--- src/rtl/rf_wb_arbiter.sv ---
// rf_wb_arbiter: register-file writeback arbiter with starvation promotion and pending scoreboard (optional bypass: RF_WB_BYPASS_EN)
module rf_wb_arbiter #(
    parameter int XLEN         = 64,
    parameter int STARVE_LIMIT = 4,
    parameter int CNT_W        = 3
) (
    input  logic            clk,
    input  logic            rst,
    input  logic            alu_valid,
    input  logic [4:0]      alu_rd,
    input  logic [XLEN-1:0] alu_data,
    output logic            alu_ready,
    input  logic            lsu_valid,
    input  logic [4:0]      lsu_rd,
    input  logic [XLEN-1:0] lsu_data,
    output logic            lsu_ready,
    input  logic            mdu_valid,
    input  logic [4:0]      mdu_rd,
    input  logic [XLEN-1:0] mdu_data,
    output logic            mdu_ready,
    input  logic            issue_valid,
    input  logic [4:0]      issue_rs1,
    input  logic [4:0]      issue_rs2,
    input  logic [4:0]      issue_rd,
    output logic            issue_stall,
    output logic            rf_wen,
    output logic [4:0]      rf_waddr,
    output logic [XLEN-1:0] rf_wdata,
`ifdef RF_WB_BYPASS_EN
    output logic            byp1_sel,
    output logic            byp2_sel,
    output logic [XLEN-1:0] byp_data,
`endif
    output logic [31:0]     pending
);
    logic [CNT_W-1:0] r_lsu_cnt, r_mdu_cnt;
    logic [CNT_W-1:0] w_lsu_cnt_nxt, w_mdu_cnt_nxt;
    logic [31:0]      r_pending, w_pending_nxt;
    logic             w_lsu_st, w_mdu_st;
    logic             w_gnt_alu, w_gnt_lsu, w_gnt_mdu, w_any;
    logic [4:0]       w_rd;
    logic [XLEN-1:0]  w_data;
    logic             w_byp1, w_byp2, w_accept;

    // grant selection: a starved source outranks the ALU, LSU wins a double starvation
    always_comb begin
        w_lsu_st  = lsu_valid && (r_lsu_cnt == CNT_W'(STARVE_LIMIT));
        w_mdu_st  = mdu_valid && (r_mdu_cnt == CNT_W'(STARVE_LIMIT));
        w_gnt_lsu = rst && lsu_valid && (w_lsu_st || (!w_mdu_st && !alu_valid));
        w_gnt_mdu = rst && mdu_valid && !w_lsu_st && (w_mdu_st || (!alu_valid && !lsu_valid));
        w_gnt_alu = rst && alu_valid && !w_lsu_st && !w_mdu_st;
        w_any     = w_gnt_alu || w_gnt_lsu || w_gnt_mdu;
        w_rd      = w_gnt_alu ? alu_rd : w_gnt_lsu ? lsu_rd : w_gnt_mdu ? mdu_rd : 5'd0;
        w_data    = w_gnt_alu ? alu_data : w_gnt_lsu ? lsu_data : w_gnt_mdu ? mdu_data : '0;
    end

    assign alu_ready = w_gnt_alu;
    assign lsu_ready = w_gnt_lsu;
    assign mdu_ready = w_gnt_mdu;
    assign rf_wen    = w_any && (w_rd != 5'd0);
    assign rf_waddr  = w_rd;
    assign rf_wdata  = w_data;
    assign pending   = r_pending;

`ifdef RF_WB_BYPASS_EN
    // a same-cycle write to a source register is forwarded instead of stalling
    always_comb begin
        w_byp1 = rf_wen && (w_rd == issue_rs1);
        w_byp2 = rf_wen && (w_rd == issue_rs2);
    end
    assign byp1_sel = w_byp1;
    assign byp2_sel = w_byp2;
    assign byp_data = w_data;
`else
    assign w_byp1 = 1'b0;
    assign w_byp2 = 1'b0;
`endif

    // hazard check and next scoreboard / starvation counter values
    always_comb begin
        issue_stall   = !rst || (issue_valid && ((r_pending[issue_rs1] && !w_byp1) ||
                                                 (r_pending[issue_rs2] && !w_byp2) ||
                                                 r_pending[issue_rd]));
        w_accept      = rst && issue_valid && !issue_stall;
        w_pending_nxt = ((r_pending & ~(w_any ? (32'd1 << w_rd) : 32'd0)) |
                         (w_accept ? (32'd1 << issue_rd) : 32'd0)) & ~32'd1;
        w_lsu_cnt_nxt = (!lsu_valid || w_gnt_lsu) ? '0 : w_lsu_st ? r_lsu_cnt : r_lsu_cnt + CNT_W'(1);
        w_mdu_cnt_nxt = (!mdu_valid || w_gnt_mdu) ? '0 : w_mdu_st ? r_mdu_cnt : r_mdu_cnt + CNT_W'(1);
    end

    // state registers, cleared by the active-low synchronous reset
    always_ff @(posedge clk) begin
        r_pending <= rst ? w_pending_nxt : '0;
        r_lsu_cnt <= rst ? w_lsu_cnt_nxt : '0;
        r_mdu_cnt <= rst ? w_mdu_cnt_nxt : '0;
    end
endmodule

--- config.mk ---
export PLATFORM = sky130hd
export DESIGN_NAME = rf_wb_arbiter
export DESIGN_NICKNAME = d
export VERILOG_FILES = /design/src/rtl/rf_wb_arbiter.sv
export SDC_FILE = /design/constraint.sdc
export NUM_CORES = 1
export LEC_CHECK = 0
export CAP_MARGIN = 0
export CORE_AREA = 3 3 130 132
export DETAILED_ROUTE_END_ITERATION = 10
export DIE_AREA = 0 0 133 135
export PLACE_DENSITY = 0.72
export SYNTH_ARGS = -nofsm -noshare
export SYNTH_HDL_FRONTEND = slang
export SYNTH_SLANG_ARGS = --single-unit
--- constraint.sdc ---
create_clock -name clk -period 3.5 [get_ports clk]
set_input_delay 0.7 -clock clk [delete_from_list [all_inputs] [get_ports clk]]
set_output_delay 0.7 -clock clk [all_outputs]
set_load 0.005 [all_outputs]
==> results.txt, run 1 <==
The flow ran to the end, and the final reports show no timing, DRC or antenna violations. The pin count of the biggest net entering global routing is 37. In this run the remaining antenna-violating nets after routing total 0.

After the first detailed-routing iteration, the DRC count stood at 701. The initial antenna violation count is 10. The number of buffers added by the clock tree synthesis step is 5. The insertion delay of the later-clocked pin in the worst-skew pair is ~0.28 ns. The slew at the pin closest to its max-slew limit is 0.746 ns. The starting density of the core is 23.8%. The post-synthesis sequential element count came out at 37. The layout overhead on the synthesized area came out at 122%. The total number of vias is roughly 6000. The die covers about 18000 um^2. For this run, the number of Yosys warnings is 0. The count of clock tree sinks came out at 37. The average wire per cell in the routed design came out at 23.4 um.

The final weighted congestion in routability-driven placement came out at 0.979. With fillers left out, the area of the finished cells amounts to 8350 um^2. The count of nets after finishing came out at 1094. The signal on the critical path passes through dlygate4sd2_1 > or2_2 > o211a_4 > buf_4 > o22a_1 > nor2_2 > buf_4 > clkdlybuf4s50_1. The data arrival time at the worst-slack endpoint came out at 2.74 ns. The clock slew seen by the registers of the worst setup and hold paths is 0.06 ns. The number of buffers added to fix hold violations after cts is 0. The type of the setup path with the least slack is input port to primary output.

The count of distinct cell types in the synthesized netlist is between 50 and 60. The final period demand of the worst path came out at roughly 3.4 ns. The synthesized design spends more area on one cell type than any other, namely sky130_fd_sc_hd__dfxtp_1. In this run the static leakage power is between 3 and 4 nW.

The tree is rooted in a sky130_fd_sc_hd__clkbuf_16. The sort of element at the start of the critical path is an input port. The pre-antenna-repair detailed-routing pass consisted of 9 iterations.

The worst slew margin relative to its limit is 50.2%. The synthesized area divided by synthesized cell count came out at 8.37 um^2. The beginning of the worst hold path is r_lsu_cnt[0].

The clock tree skew after final layout is between 0.009 and 0.01 ns. The critical path contains buffers and inverters numbering 4 combined. The number of standard cells after synthesis is 450.

Global routing used between 20% and 30% of the available met1 tracks. The placed instances occupy a cell area of between 8000 and 9000 um^2. The clock passes through at most 2 buffers. The total setup violations reported at the end of the flow is 0. The area of the core came out at roughly 16000 um^2. Counting flops with a built-in enable in the synthesized netlist gives 0. The cell that appears most often on the critical path is sky130_fd_sc_hd__buf_4.

The total overflow reported by the global router came out at 0. Max-cap violations in this run came to 0. The power density over the cells came out at 200 nW/um^2. The initialized floorplan defines 46 standard-cell rows. The final number of max-transition violations is 0.

The synthesized net count came out at slightly below 700. Static timing analysis puts the maximum clock frequency at between 200 and 300 MHz. Along the worst path, the maximum fanout reaches 8. Summed over all layers, the routed wires come to between 20000 and 30000 um. The largest individual stage delay along the critical path comes from the cell sky130_fd_sc_hd__clkdlybuf4s50_1. The number of I/O port buffers came out at 332. TritonCTS built the clock tree. STA classifies the critical path endpoint as a primary output. The final critical-path share of the clock period came out at 98.2%.

The via count of the first global-routing pass came to 5843. The most frequently used flop master after synthesis is sky130_fd_sc_hd__dfxtp_1. After synthesis, the cell types taking the most area are sky130_fd_sc_hd__dfxtp_1 (20%), sky130_fd_sc_hd__a222oi_1 (17%), sky130_fd_sc_hd__mux4_2 (12%), sky130_fd_sc_hd__inv_1 (7.4%), sky130_fd_sc_hd__o311ai_0 (4.2%).

The area share of the largest cell type after synthesis is 19.7%. The share of post-route cells with drive strength above 1 is 20.4%. Measured along the y axis, the die boundary spans ~140 um. Global routing consumed, over all layers together, 26.1% of the routing resources. The layer flagged by global routing as most heavily used is met2.

In the routed layout, each cell is associated on average with a via count of about 5.6. The timing startpoint of the critical path is alu_valid. The origin of the critical flop-to-flop path is r_lsu_cnt[0].

The largest stage delay on the critical path is 0.54 ns. The horizontal die dimension is 133 um. The I/O pin count came out at 334.

The peak supply drop came out at 0.175 mV. The clock tree synthesis step divided the H-tree into 2 levels. For met3 alone, demand over resource in global routing was ~13%.

The number of hold violations in the final report came to 0. The share of flip-flops with an asynchronous set or reset after synthesis came out at 0%. Summing every instance area after synthesis gives 3770 um^2. In the routed design, unresolved DRC markers number 0. The worst hold path belongs to the class flip-flop to flip-flop. The required time at the endpoint of the critical path came out at 2.80 ns. The first global-routing pass estimated 35700 um of wire.

The HPWL after detailed placement is 21000 um. The accumulated negative setup slack came out at 0 ns. The met2 usage came out at 41.6%. Among cell families on the critical path, the largest total delay comes from buffers and inverters. After synthesis, flip-flops and latches occupy between 15 and 20% of the total area.
[final cells by class]
| class | instances | area, um^2 |
|---|---|---|
| antenna | 3 | 7.51 |
| clock inverter | 2 | 10.0 |
| clock buffer | 6 | 129 |
| sequential | 37 | 741 |
| multi-input combinational | 294 | 2650 |
| timing repair buffer | 449 | 4270 |
| tap | 216 | 270 |
| fill | 1466 | 7470 |
| inverter | 75 | 282 |
[report_power, final]
| part | leakage [nW] | total (mW) | internal, mW | switching [mW] |
|---|---|---|---|---|
| clock | 0.0706 | 0.437 | 0.262 | 0.176 |
| sequential | 0.299 | 0.432 | 0.426 | 0.00559 |
| combinational | 3.09 | 0.799 | 0.491 | 0.308 |
| total | 3.46 | 1.67 | 1.18 | 0.489 |
[registers in the layout (all words and copies together), names as in the netlist]
signal,count
pending,31
r_lsu_cnt,3
r_mdu_cnt,3
[routing by layer]
metal  share of wire [%]  routed length (um)
met1                  35                8950
met2                  46               11600
met3                  14                3490
met4                 4.5                1140
met5                0.32                  80
[synthesized netlist by cell type, drive strengths merged, types with 4 or more instances]
cell type,count
nor4,8
nor3,5
dfxtp,37
o211ai,6
nand4b,4
buf,24
mux4,20
mux2i,5
o41ai,8
o31ai,9
o22ai,5
clkbuf,20
nand2,27
nor2,17
o21ai,14
nand3,9
inv,74
o311ai,25
a222oi,64
ha,4
nand4,4
o32ai,8
a22oi,4
or2,4
nand2b,4
[stage by stage]
step	total power [mW]	hold slack, ns	setup slack [ns]	std cells	utilization (%)
detailed placement	1.21	0.436	-0.578	1062	50.7
finish	1.67	0.446	0.0643	1082	52.8
floorplan	0.660	0.417	0.487	450	-
global placement	1.21	0.433	-0.549	1062	50.7
CTS	1.65	0.449	-0.00364	1075	51.9
global route	1.74	0.482	-0.0187	1081	52.8
[final timing paths]
path,endpoint,slack [ns],cells after the start
max reg2reg,pending[13],0.60,11
min,r_lsu_cnt[0],0.45,1
min reg2reg,r_lsu_cnt[0],0.45,1
max,rf_waddr[2],0.06,8
[layout by cell type, fill, tap and decap left out, types with 4 or more instances in the layout]
cell type	n
sky130_fd_sc_hd__o311ai_0	18
sky130_fd_sc_hd__o21ai_0	9
sky130_fd_sc_hd__dlygate4sd2_1	7
sky130_fd_sc_hd__o211ai_1	6
sky130_fd_sc_hd__or2_2	4
sky130_fd_sc_hd__o32ai_1	8
sky130_fd_sc_hd__mux4_2	20
sky130_fd_sc_hd__o31ai_1	8
sky130_fd_sc_hd__nand4_1	4
sky130_fd_sc_hd__nand3_1	6
sky130_fd_sc_hd__clkdlybuf4s50_1	319
sky130_fd_sc_hd__inv_1	73
sky130_fd_sc_hd__a222oi_1	64
sky130_fd_sc_hd__dfxtp_1	37
sky130_fd_sc_hd__nand4b_1	4
sky130_fd_sc_hd__nor3_1	5
sky130_fd_sc_hd__buf_12	4
sky130_fd_sc_hd__o21ai_1	5
sky130_fd_sc_hd__mux2i_1	5
sky130_fd_sc_hd__clkbuf_16	6
sky130_fd_sc_hd__nand2b_1	4
sky130_fd_sc_hd__o311ai_1	5
sky130_fd_sc_hd__nor4_1	7
sky130_fd_sc_hd__nor2_1	12
sky130_fd_sc_hd__o41ai_1	8
sky130_fd_sc_hd__o22ai_1	5
sky130_fd_sc_hd__nand2_1	27
sky130_fd_sc_hd__buf_6	4
sky130_fd_sc_hd__buf_4	107
[cell families (layout without fill, tap and decap cells)]
logic type | after synthesis | after routing | share of synthesized area [%]
DFF | 37 | 37 | 19.7
buffers and inverters | 119 | 532 | 12.8
other | 1 | 4 | 0.0996
and+or+nand+nor | 98 | 98 | 14.5
muxes | 27 | 27 | 13.9
adders and majority gates | 4 | 4 | 1.33
AOI/OAI and AO/OA | 162 | 162 | 37.3
xor gates and xnor gates | 2 | 2 | 0.465
[repair_timing]
item                                   4_1_cts  5_1_grt
setup buffers                                6        3
setup endpoints to repair                   71       44
endpoints found under the hold margin        0        0
gates cloned                                 0        1
pin swaps                                    9        9
resized for setup                           24       22
(Power assumes the default switching activity.)
==> inputs of run 2 (changes only) <==
- CORE_AREA: 3 3 130 132 -> 3 3 129 131
- DIE_AREA: 0 0 133 135 -> 0 0 132 134
- PLACE_DENSITY: 0.72 -> 0.76
- SKIP_LAST_GASP: default -> 1
- clock period: 3.5 -> 3.13 ns (I/O delays scaled with it)
==> results.txt, run 2 (synthesis gave the netlist of run 1 again) <==
The flow ran to the end, but the final reports show violations. The checks that failed: negative setup slack. The wire length of the first global-routing pass is 40700 um (+14%).

The accumulated negative setup slack is -0.0626 ns (-0.0626 ns). The net switching power is 0.591 mW (+21%). The count of clock tree sinks came out at 37 (unchanged). The deepest level of the CTS H-tree came out at 2 (unchanged). The wire length after detailed routing came out at 29100 um (+15%). The final number of max-transition violations is 0 (unchanged). The average vias per placed instance came out at 5.84 (+4.5%). The final critical-path share of the clock period is 101%.

The clock slew seen by the registers of the worst setup and hold paths came out at 0.06 ns (about the same). The number of buffers added by the clock tree synthesis step came to 5 (unchanged). The pin count of the biggest net entering global routing came to 36 (-2.7%). The detailed-routing iteration count for the pre-antenna-repair pass came out at 9 (unchanged). The critical path in this run is classified as flip-flop to primary output. The relative contribution of combinational cells to total power came out at 48.6% (+0.7 points). The number of remaining DRC errors is 0 (unchanged). The share of post-route cells with drive strength above 1 came out at 23.5% (+3.1 points).

The internal power component came out at 1.31 mW (+11%). The I/O pin count came out at 334 (unchanged). The proportion of power drawn by flip-flops and latches came out at 25.5% (-0.4 points). The total power of the final layout came to 1.90 mW (+14%). STA classifies the critical path endpoint as a primary output.

The required time at the endpoint of the critical path is 2.50 ns (-0.30 ns). The clock tree skew after final layout is 0.00949 ns (-0.000184 ns). The power density over the cells is 221 nW/um^2 (+11%).

The final design utilization came out at 54.8% (+2.0 points). The number of max-cap violations was 0 (unchanged). The post-route antenna net violation count is 0 (unchanged). The most frequent standard cell in the layout excluding fill and tap cells is sky130_fd_sc_hd__clkdlybuf4s50_1.

Subtracting the final worst setup slack from the clock period gives 3.16 ns. The minimum setup slack in the final design came to -0.0320 ns (-0.0963 ns). The half-perimeter wire length after detailed placement is 24000 um (+14%). The path type of the worst min-delay path is flip-flop to flip-flop. Setup repair after global routing could not meet its margin everywhere. The slew at the pin closest to its max-slew limit is 0.536 ns (-0.210 ns). Derived from the worst setup path, the maximum achievable clock frequency is around 320 MHz. The die height came out at 134 um (-0.74%).

The critical path goes through inv_2 > ha_4 > and2_4 > o211a_1 > buf_6 > nor2_4 > buf_12 > buf_12 > buf_6 > a222oi_1 > inv_1 > clkdlybuf4s50_1. The maximum clock path buffer count came out at 2 (unchanged). In the layout the commonest cells are sky130_fd_sc_hd__clkdlybuf4s50_1 (251), sky130_fd_sc_hd__buf_4 (102), sky130_fd_sc_hd__inv_1 (69).

The tree is rooted in a sky130_fd_sc_hd__clkbuf_16. The number of I/O port buffers came out at 332 (unchanged). The total number of vias came out at 6354 (+5.1%). The slowest stage of the critical path belongs to the cell sky130_fd_sc_hd__clkdlybuf4s50_1. The area of the core came out at 15700 um^2 (-0.73%). The initial antenna violation count came out at 8 (-2).

The fill cell instance count of the final layout was 1417 (-3.3%). Relative to the synthesized area, the layout overhead comes to 129%. The clock share of power was 25.9% (-0.3 points). The buffering stage count on the worst path with inverters included was 7 (+3). The worst slew margin relative to its limit came out at 64.2% (+14 points). The flip-flop count of the largest register after layout is 31 (unchanged). The number of hold violations in the final report came out at 0 (unchanged). The cell type group with the largest total delay on the critical path is buffers and inverters.

The total overflow reported by the global router came to 0 (unchanged). The data arrival time at the worst-slack endpoint was 2.54 ns (-0.20 ns). The horizontal die dimension is 132 um (-0.75%). The peak supply drop came out at 0.178 mV (+1.6%). The maximum fanout along the worst path came out at 14 (+6). The static leakage power was 4.10 nW (+19%). The aggregate global-route resource usage was 30.6% (+4.5 points). The number of buffers added to fix hold violations after cts is 0 (unchanged). The final weighted congestion in routability-driven placement is 0.967 (-1.2%). The starting density of the core came out at 24.0% (+0.17 points). The via count of the first global-routing pass was 6157 (+5.4%).

The standard-cell row count came to 46 (unchanged). The count of nets after finishing is 1102 (+0.73%). The worst setup path is launched from a flip-flop. The fraction of power spent switching nets was 31.1% (+1.7 points).

The total setup violations reported at the end of the flow came to 2 (+2). The number of DRC markers after the initial detailed-route iteration is 840 (+20%). The slack of the worst reg-to-reg path is 0.26 ns (-0.34 ns). The insertion delay of the later-clocked pin in the worst-skew pair was 0.28 ns (about the same). The largest stage delay on the critical path is 0.50 ns (-0.04 ns). TritonCTS built the clock tree. The area enclosed by the die boundary came to 17700 um^2 (-1.5%). The average wire per cell in the routed design came out at 26.8 um (+15%).
-- run 2: cell count changes in the layout (fill, tap and decap cells not counted), moves of 4 or more --
cell                              before  now
sky130_fd_sc_hd__clkbuf_2              3    7
sky130_fd_sc_hd__inv_1                73   69
sky130_fd_sc_hd__dfxtp_2               0    4
sky130_fd_sc_hd__dlygate4sd2_1         7   29
sky130_fd_sc_hd__inv_2                 1    5
sky130_fd_sc_hd__buf_12                4    8
sky130_fd_sc_hd__dfxtp_1              37   33
sky130_fd_sc_hd__buf_6                 4   11
sky130_fd_sc_hd__buf_4               107  102
sky130_fd_sc_hd__dlymetal6s2s_1        2   34
sky130_fd_sc_hd__clkdlybuf4s50_1     319  251
sky130_fd_sc_hd__clkdlybuf4s15_1       0    6
-- run 2: through the flow --
stage	setup WS [ns]	instance area, um^2	instances	hold slack (ns)
floorplan	0.265	3770	450	0.417
global route	-0.104	8610	1088	0.524
CTS	-0.0507	8420	1081	0.511
finish	-0.0320	8610	1088	0.506
global placement	-0.616	7970	1050	0.496
detailed placement	-0.659	7970	1050	0.501
-- run 2: final timing paths --
| check | cells after the start | startpoint | to |
|---|---|---|---|
| hold reg to reg | 2 | r_lsu_cnt[0] | r_lsu_cnt[0] |
| setup reg to reg | 13 | r_lsu_cnt[1] | pending[31] |
| hold / removal | 2 | r_lsu_cnt[0] | r_lsu_cnt[0] |
| setup / recovery | 12 | r_lsu_cnt[1] | rf_wdata[56] |
-- run 2: cell type report --
type	count	area [um^2]	share of cell area, %
Antenna cell	1	2.50	0.0291
Clock buffer	5	125	1.45
Multi-Input combinational cell	294	2680	31.1
Sequential cell	37	746	8.67
Clock inverter	3	17.5	0.204
Tap cell	216	270	3.14
Inverter	75	282	3.27
Timing Repair Buffer	457	4480	52.1
-- run 2: power by group through the flow --
stage          clock network [mW]  logic, mW  registers [mW]
2_1_floorplan                   0      0.246           0.491
3_3_place_gp                    0      0.887           0.493
3_5_place_dp                    0      0.888           0.493
4_1_cts                     0.493      0.906           0.483
5_1_grt                     0.513      0.970           0.484
6_report                    0.493      0.925           0.484
-- run 2: worst reg2reg max path: stages (launching register included) --
cell and delay (ns):
sky130_fd_sc_hd__dfxtp_2 0.33, sky130_fd_sc_hd__inv_2 0.04, sky130_fd_sc_hd__ha_4 0.15, sky130_fd_sc_hd__and2_4 0.17, sky130_fd_sc_hd__o211a_1 0.25, sky130_fd_sc_hd__buf_6 0.14, sky130_fd_sc_hd__buf_4 0.13, sky130_fd_sc_hd__buf_4 0.12
sky130_fd_sc_hd__o22a_1 0.23, sky130_fd_sc_hd__buf_4 0.15, sky130_fd_sc_hd__or4_1 0.46, sky130_fd_sc_hd__buf_4 0.19, sky130_fd_sc_hd__o311ai_1 0.26, sky130_fd_sc_hd__o31ai_1 0.12
-- run 2: timing repair --
| action | 4_1_cts | 5_1_grt |
|---|---|---|
| setup buffers | 19 | 7 |
| pin swaps | 26 | 41 |
| resized for setup | 85 | 78 |
| endpoints found under the setup margin | 73 | 61 |
| cloned | 4 | 0 |
-- run 2: layer usage --
layer	global-route usage, %	vias up	share of wire [%]
met2	48.8	547	45
met5	0	-	0.30
li1	-	2704	-
met1	35.3	2995	34
met3	14.7	94	15
met4	12.7	14	4.8
==> inputs of run 3 (changes only) <==
- CORE_AREA: 3 3 129 131 -> 2 2 128 130
- DIE_AREA: 0 0 132 134 -> 0 0 130 132
- SLEW_MARGIN: default -> 10
==> results.txt, run 3 (synthesis gave the netlist of run 1 again) <==
The flow ran to the end, and the final reports show no timing, DRC or antenna violations. The sort of element at the start of the critical path is an input port. The tightest min-delay check is of the flip-flop to flip-flop type. The number of max-cap violations is 0 (unchanged).

The slew at the pin closest to its max-slew limit is 0.530 ns (-0.00677 ns). The pin count of the biggest net entering global routing is 36 (unchanged). The number of hold violations in the final report is 0 (unchanged). The final number of max-transition violations came out at 0 (unchanged).

The final weighted congestion in routability-driven placement is 0.970 (+0.30%). The worst slew margin relative to its limit is 64.7% (+0.45 points). The type of the setup path with the least slack is input port to primary output. The average vias per placed instance came out at 5.80 (-0.61%). The clock share of power is 29.7% (+3.8 points).

The net switching power is 0.587 mW (-0.66%). The count of nets after finishing came to 1107 (+0.45%). The area enclosed by the die boundary came out at 17200 um^2 (-3.0%).

The deepest level of the CTS H-tree is 2 (unchanged). The data arrival time at the worst-slack endpoint came to 2.49 ns (-0.05 ns). The maximum clock frequency is 321 MHz (+1.5%).

The static leakage power is 4.23 nW (+3.0%). The starting density of the core is 24.0% (unchanged). The worst hold slack is 0.495 ns (-0.0116 ns).

The cell that appears most often on the critical path is sky130_fd_sc_hd__buf_4. The half-perimeter wire length after detailed placement is 23300 um (-2.6%). The accumulated negative setup slack came out at 0 ns (+0.0626 ns).

The largest stage delay on the critical path came out at 0.49 ns (about the same). The total setup violations reported at the end of the flow is 0 (-2). The peak supply drop came out at 0.199 mV (+12%). The proportion of power drawn by flip-flops and latches came out at 23.9% (-1.6 points).

The total power of the final layout was 2.02 mW (+6.3%). The via count of the first global-routing pass is 6216 (+0.96%). The layout overhead on the synthesized area came out at 133%. The area of the core came out at 15700 um^2 (unchanged). The required time at the endpoint of the critical path came to 2.50 ns (about the same).

The average wire per cell in the routed design came out at 26.2 um (-2.3%). The flip-flop count of the largest register after layout is 31 (unchanged). The number of remaining DRC errors was 0 (unchanged). The initial antenna violation count came out at 3 (-5). The final design utilization is 55.8% (+1.0 points). The detailed-routing iteration count for the pre-antenna-repair pass is 6 (-3).

The wire length of the first global-routing pass came to 40400 um (-0.71%). The largest individual stage delay along the critical path comes from the cell sky130_fd_sc_hd__clkdlybuf4s50_1. The total number of vias is 6350 (-0.063%).

The final period demand of the worst path is 3.12 ns (-0.0470 ns). The maximum fanout along the worst path is 28 (+14). The relative contribution of combinational cells to total power came out at 46.4% (-2.2 points). The horizontal die dimension came out at 130 um (-1.5%). The final critical-path share of the clock period came to 99.5% (-1.5 points). The number of buffers added by the clock tree synthesis step was 5 (unchanged).

The clock slew seen by the registers of the worst setup and hold paths came out at 0.06 ns (about the same). The tree is rooted in a sky130_fd_sc_hd__clkbuf_16. The aggregate global-route resource usage is 31.9% (+1.3 points).

The count of clock tree sinks is 37 (unchanged). The most frequent standard cell in the layout excluding fill and tap cells is sky130_fd_sc_hd__clkdlybuf4s50_1. The total overflow reported by the global router came to 0 (unchanged). The number of I/O port buffers is 332 (unchanged). The standard-cell row count is 46 (unchanged). Setup repair after global routing could not meet its margin everywhere.

In the layout the commonest cells are sky130_fd_sc_hd__clkdlybuf4s50_1 (267), sky130_fd_sc_hd__buf_4 (110), sky130_fd_sc_hd__inv_1 (71). The wire length after detailed routing came out at 28600 um (-1.7%). The critical path goes through clkdlybuf4s15_2 > buf_4 > nand4_1 > buf_4 > inv_2 > buf_12 > buf_4 > a222oi_1 > inv_1 > clkdlybuf4s50_1. The number of buffers added to fix hold violations after cts is 0 (unchanged). The number of DRC markers after the initial detailed-route iteration came out at 985 (+17%). The post-route antenna net violation count came to 0 (unchanged). The fraction of power spent switching nets was 29.0% (-2.0 points). The share of post-route cells with drive strength above 1 is 22.8% (-0.71 points). The I/O pin count is 334 (unchanged). The final instance area is 8770 um^2 (+1.9%). STA classifies the critical path endpoint as a primary output.

The maximum clock path buffer count is 2 (unchanged). The internal power component came out at 1.44 mW (+9.5%). The clock tree skew after final layout came out at 0.00690 ns (-0.00259 ns). The die height was 132 um (-1.5%). The power density over the cells came out at 231 nW/um^2 (+4.4%).

The insertion delay of the later-clocked pin in the worst-skew pair was 0.28 ns (about the same). The TritonCTS clock tree is built. The total cell area at the placement stage was 8080 um^2 (+1.3%).
==> run 3: changes by cell type in the layout (fill, tap and decap cells not counted), sizes merged <==
cell	delta
clkdlybuf4s50	+16
dlygate4sd2	-16
dlymetal6s2s	+8
clkbuf	-4
buf	+2
bufbuf	+2
clkdlybuf4s15	-2
clkinv	-2
bufinv	+1
diode	+1
==> run 3: power by group through the flow <==
stage / clock network, mW / registers [mW] / logic, mW
finish: 0.600 / 0.484 / 0.938
global route: 0.616 / 0.484 / 0.985
CTS: 0.598 / 0.483 / 0.927
detailed placement: 0 / 0.493 / 0.894
global placement: 0 / 0.493 / 0.890
floorplan: 0 / 0.491 / 0.246
==> run 3: cell type report <==
cell class              count  area, um^2
well taps                 216         270
inverters                  75         282
clock inverters             2        37.5
flip-flops and latches     37         743
clock buffers               6         139
multi-input cells         294        2660
repair buffers            462        4630
diodes                      2        5.00
fillers                  1392        6950
==> run 3: worst max-delay path, delay by kind of cell <==
kind / cells / cell delay (ns)
buffers and inverters: 8 / 1.46
AOI/OAI and AO/OA: 1 / 0.26
and+or+nand+nor: 1 / 0.12
==> run 3: repair_timing <==
action,in CTS,in global routing
cloned,4,0
setup endpoints to repair,76,58
gates resized for setup,66,52
pin swaps,16,28
hold endpoints to repair,0,0
buffers inserted,13,8
==> run 3: worst paths after layout <==
check | startpoint | depth (start not counted) | end | slack, ns
worst min register to register | r_lsu_cnt[0] | 2 | r_lsu_cnt[0] | 0.49
worst min-delay path | r_lsu_cnt[0] | 2 | r_lsu_cnt[0] | 0.49
worst max register to register | r_mdu_cnt[1] | 11 | pending[27] | 0.41
worst max-delay path | alu_valid | 10 | rf_wdata[41] | 0.01
==> run 3: per-layer routing <==
layer / share of wire (%) / track usage, %
met1: 36 / 37.9
met2: 49 / 55.4
met3: 12 / 8.24
met4: 3.8 / 10.6
met5: 0 / 0
==> run 3: stage by stage <==
step,std cells,worst slack (ns)
2_1_floorplan,450,0.265
3_3_place_gp,1061,-0.531
3_5_place_dp,1061,-0.541
4_1_cts,1084,-0.0197
5_1_grt,1093,-0.111
6_report,1094,0.0150
